--- src/rtl/vga_sync_gen.sv ---
// vga_sync_gen: pixel-rate enable, sync and coordinate generator for the
// text/overlay renderer. Default timing is 640x480 @ 60 Hz from a clock
// DIV times faster than the pixel rate.
//
// Ports:
//   clk        system clock
//   reset_n    asynchronous reset, active-low
//   p_tick     pixel enable, one clk wide every DIV clks (combinational decode)
//   pixel_x    current column, 0..H_TOTAL-1
//   pixel_y    current line, 0..V_TOTAL-1
//   video_on   high inside the visible area (registered)
//   hsync      horizontal sync, polarity per SYNC_POL (registered)
//   vsync      vertical sync, polarity per SYNC_POL (registered)
//   frame_end  one-clk pulse on the last pixel of a frame (combinational)
module vga_sync_gen #(
    parameter int unsigned DIV      = 4,
    parameter int unsigned H_DISP   = 640,
    parameter int unsigned H_FP     = 16,
    parameter int unsigned H_SYNC   = 96,
    parameter int unsigned H_BP     = 48,
    parameter int unsigned V_DISP   = 480,
    parameter int unsigned V_FP     = 10,
    parameter int unsigned V_SYNC   = 2,
    parameter int unsigned V_BP     = 33,
    parameter int unsigned SYNC_POL = 0
) (
    input  logic       clk,
    input  logic       reset_n,
    output logic       p_tick,
    output logic [9:0] pixel_x,
    output logic [9:0] pixel_y,
    output logic       video_on,
    output logic       hsync,
    output logic       vsync,
    output logic       frame_end
);

    localparam int unsigned CW       = 10;
    localparam int unsigned H_TOTAL  = H_DISP + H_FP + H_SYNC + H_BP;
    localparam int unsigned V_TOTAL  = V_DISP + V_FP + V_SYNC + V_BP;
    localparam int unsigned H_SS     = H_DISP + H_FP;
    localparam int unsigned H_SE     = H_SS + H_SYNC - 1;
    localparam int unsigned V_SS     = V_DISP + V_FP;
    localparam int unsigned V_SE     = V_SS + V_SYNC - 1;
    localparam logic        SYNC_ACT = (SYNC_POL != 0);

    logic [CW-1:0] h_next;
    logic [CW-1:0] v_next;
    logic          h_last;
    logic          v_last;
    logic          hs_act;
    logic          vs_act;
    logic          vis;

    // Pixel-rate divider; with DIV = 1 every clk out of reset is a pixel.
    generate
        if (DIV > 1) begin : g_div
            localparam int unsigned DW = $clog2(DIV);
            logic [DW-1:0] div_cnt;

            always_ff @(posedge clk or negedge reset_n) begin
                if (!reset_n) begin
                    div_cnt <= '0;
                end else if (div_cnt == DW'(DIV - 1)) begin
                    div_cnt <= '0;
                end else begin
                    div_cnt <= div_cnt + DW'(1);
                end
            end

            assign p_tick = (div_cnt == DW'(DIV - 1));
        end else begin : g_nodiv
            assign p_tick = reset_n;
        end
    endgenerate

    // Next coordinates and the sync/visible decode of those coordinates.
    always_comb begin
        h_last = (pixel_x == CW'(H_TOTAL - 1));
        v_last = (pixel_y == CW'(V_TOTAL - 1));
        h_next = h_last ? '0 : pixel_x + CW'(1);
        v_next = pixel_y;
        if (h_last) begin
            v_next = v_last ? '0 : pixel_y + CW'(1);
        end
        hs_act = (h_next >= CW'(H_SS)) && (h_next <= CW'(H_SE));
        vs_act = (v_next >= CW'(V_SS)) && (v_next <= CW'(V_SE));
        vis    = (h_next < CW'(H_DISP)) && (v_next < CW'(V_DISP));
    end

    // Counters and registered sync outputs advance together so they stay aligned.
    always_ff @(posedge clk or negedge reset_n) begin
        if (!reset_n) begin
            pixel_x  <= '0;
            pixel_y  <= '0;
            video_on <= 1'b0;
            hsync    <= ~SYNC_ACT;
            vsync    <= ~SYNC_ACT;
        end else if (p_tick) begin
            pixel_x  <= h_next;
            pixel_y  <= v_next;
            video_on <= vis;
            hsync    <= hs_act ? SYNC_ACT : ~SYNC_ACT;
            vsync    <= vs_act ? SYNC_ACT : ~SYNC_ACT;
        end
    end

    assign frame_end = p_tick && h_last && v_last;

endmodule

--- config.mk ---
export PLATFORM = sky130hd
export DESIGN_NAME = vga_sync_gen
export DESIGN_NICKNAME = d
export VERILOG_FILES = /design/src/rtl/vga_sync_gen.sv
export SDC_FILE = /design/constraint.sdc
export NUM_CORES = 1
export LEC_CHECK = 0
export CAP_MARGIN = 40
export CORE_ASPECT_RATIO = 0.75
export CORE_MARGIN = 2
export CORE_UTILIZATION = 45
export DETAILED_ROUTE_END_ITERATION = 10
export PLACE_DENSITY_LB_ADDON = 0.08
export SKIP_LAST_GASP = 1
export SYNTH_ARGS = -nofsm -noshare
export SYNTH_HDL_FRONTEND = slang
export SYNTH_SLANG_ARGS = --single-unit
--- constraint.sdc ---
create_clock -name clk -period 2 [get_ports clk]
set_input_delay 0.2 -clock clk [delete_from_list [all_inputs] [get_ports clk]]
set_output_delay 0.2 -clock clk [all_outputs]
set_load 0.03 [all_outputs]
==> impl_metrics.ini <==
[outcome]
outcome = finished, final reports clean

[power]
combPwrFrac_pct = 1.6
share_seq_of_total_power_pct = 61.5
p_leak_uw = 0.000924
p_total_uw = 821
internal-power_uw = 651
p_per_area_nw_per_um2 = 359
p_sw_share_pct = 20.8
p_clk_share_pct = 36.9
p_switching_uw = 171
ir_worst_vdd_mv = 0.333

[die]
die_w_um = 74.4
start_util_pct = 46.3
ioPinCount = 27
design.core.area_um2 = 3610
num_rows = 19
dieArea_um2 = 4220
die_h_um = 56.8

[setup_path]
cp.required_ps = 1800
r2r_start = pixel_x[0]$_DFFE_PN0P_
crit_path_end_kind = output pin
startpoint = pixel_y[0]$_DFFE_PN0P_
worstPathArrival_ps = 1750
path_max_fanout = 4
critPathLaunchType = flip-flop
setup.worst_path.class = flip-flop to output pin

[final_layout]
drive_gt1_share_pct = 24.9
area_delta_synth_final_pct = 36.9
diodes = 0
fin_area_um2 = 2290
nNetsFinal = 249
multi_input_area_um2 = 1030
register_area_um2 = 634
finalNonFillerCells = 293
fillerInstances = 327

[clock_network]
cts-htree-levels = 1
cts_buffer_depth = 2
cts_buffers = 3
cts.sinks = 25
clkTransAtPathRegs_ps = 90
cts_root_buf = clkbuf_8
hold_buffers = 0
cts_tree = done
clkLatencyLatePin_ps = 270

[detailed_routing]
wl_per_cell_um = 16.5
dr.pass1.iters = 5
viasPerCell = 5.88
drt-initial-drc-count = 175
vias = 1723
postRouteAntennaNets = 0
routed_wl_um = 4840
drc = 0

[logic_synthesis]
synth_area_um2 = 1670
seq_area_frac_synth_pct = 37.6
netlist_instances = 190
synth_edf_count = 0
yosys_warnings = 0
syn_area_per_cell_um2 = 8.80
syn_nets = 197
synth-seq-cells = 25
synth_top_flop_cell = dfrtp_1
ys_types = 51
postSynth.asyncResetShare_pct = 100

[placed_design]
io_buffers = 26
place_ws_ps = -4.00
hpwl_um = 3500
place_area_um2 = 2140
place_congestion = 0.970
place_inst = 284

[global_route]
grt_max_degree = 26
grt_overflow_total = 0
grt_first_pass_wirelength_um = 7960
grt_use_total_pct = 24.1
antenna_found_initial = 0
grt_pass1_vias = 1625

[job]
cap_viol_max_count = 0

[timing]
hold_viol = 0
worst_slew_pin_slew_ps = 391
final-max-slew-violation-count = 0
setup_ws_ps = 53.3
slew_headroom_pct = 73.7
fmax_mhz = 514
setup_viol = 0
layout_min_cycle_time_ps = 1950
period_share_pct = 97.3
clock_skew_ps = 6.16

[hold_path]
min_path_type = primary input to async pin
[cell usage in the layout, fill, tap and decap left out, types with 2 or more instances in the layout]
cell | synthesis | final
mux2_2 | 2 | 2
dfrtp_1 | 23 | 18
a31oi_1 | 4 | 4
o21ba_2 | 2 | 2
dfrtp_2 | 0 | 5
nand2b_1 | 2 | 2
clkbuf_8 | 0 | 3
nor3_1 | 3 | 3
nand4_1 | 7 | 7
and3_1 | 3 | 3
a21oi_1 | 3 | 3
nor2_1 | 20 | 19
o22ai_1 | 2 | 2
o41ai_2 | 1 | 2
a211oi_1 | 2 | 2
buf_4 | 0 | 30
nand2_1 | 21 | 20
a2bb2oi_1 | 3 | 2
o31ai_1 | 5 | 5
clkdlybuf4s50_1 | 0 | 24
a311oi_1 | 2 | 2
dfstp_2 | 2 | 2
o21ai_0 | 12 | 12
xnor2_1 | 7 | 7
nand3_1 | 14 | 14
o2111ai_1 | 2 | 2
ha_1 | 5 | 4
nor4_1 | 3 | 2
inv_1 | 6 | 6
[repair_timing]
action,CTS,global route
setup endpoints to repair,2,7
setup buffers,2,3
gates resized for setup,2,13
pin swaps,2,4
[synth_stat cells (all sizes together), types with 3 or more instances]
cell      n  area, um2
nand2    21       78.8
a2bb2oi   3       26.3
nand4     7       43.8
nor4      3       18.8
o41ai     3       33.8
clkbuf    6       22.5
ha        5       62.6
inv       6       22.5
xnor2     7       61.3
a21oi     3       15.0
nor3      5       41.3
nor2     20       75.1
nand3    14       70.1
o21ai    12       60.1
and3      3       18.8
dfrtp    23        576
o31ai     5       37.5
buf       3       21.3
a31oi     4       25.0
[power by group through the flow]
stage	logic (uW)	clock network [uW]	registers (uW)
2_1_floorplan	0.000321	0	515
4_1_cts	14.4	318	505
3_3_place_gp	13.8	0	515
5_1_grt	15.2	341	505
3_5_place_dp	14.4	0	515
6_report	13.3	303	505
[final timing paths]
| path | endpoint | slack, ps | cells past startpoint |
|---|---|---|---|
| setup / recovery | frame_end | 50 | 7 |
| hold / removal | pixel_y[3]$_DFFE_PN0P_ | 300 | 2 |
| setup reg to reg | video_on$_DFFE_PN0P_ | 110 | 7 |
| hold reg to reg | g_div.div_cnt[0]$_DFF_PN0_ | 430 | 1 |
| max in group asynchronous | vsync$_DFFE_PN1P_ | 1410 | 2 |
| min in group clk | g_div.div_cnt[0]$_DFF_PN0_ | 430 | 1 |
[final cells by class]
type | instances | area share [%]
clock buffer | 4 | 1.97
inverter | 6 | 0.984
sequential | 25 | 27.7
tap | 52 | 2.84
multi-input combinational | 150 | 45.1
timing repair buffer | 56 | 21.4
[state kept, by name (all words and copies together), names as in the netlist]
signal,cells
g_div.div_cnt,2
hsync,1
pixel_x,10
pixel_y,10
video_on,1
vsync,1
[layer usage]
metal / vias to the layer above / share of wire, % / GRT usage, %
met3: 6 / 8.9 / 5.75
met2: 85 / 43 / 33.8
li1: 815 / - / -
met4: 0 / 0.74 / 3.83
met1: 817 / 47 / 37.9
met5: - / 0 / 0
[worst max-delay path, stage by stage, from the launching register on]
cell and delay, ps:
dfrtp_2 440, inv_1 110, ha_1 160, nor4b_4 210, nand3_1 130, buf_4 160, nor2_1 100, buf_4 160
[metrics by stage]
stage | TNS [ps] | hold WS (ps) | utilization [%]
after detailed placement | -4.00 | 422 | 59.3
after global routing | -60.2 | 313 | 63.3
after CTS | -1.20 | 311 | 61.3
final | 0 | 296 | 63.3
after global placement | 0 | 413 | 59.3
after floorplan | 0 | -95.6 | -
[logic make-up after synthesis]
logic type / after synthesis / synth area share [%]
AO/OA/AOI/OAI: 47 / 20.8
flip-flops: 25 / 37.6
buffers and inverters: 15 / 3.97
XOR/XNOR: 8 / 4.19
AND/OR/NAND/NOR: 86 / 27.2
adder cells (fa/ha/maj): 6 / 4.34
multiplexers: 3 / 1.95
Power figures use the tool's default switching activity.
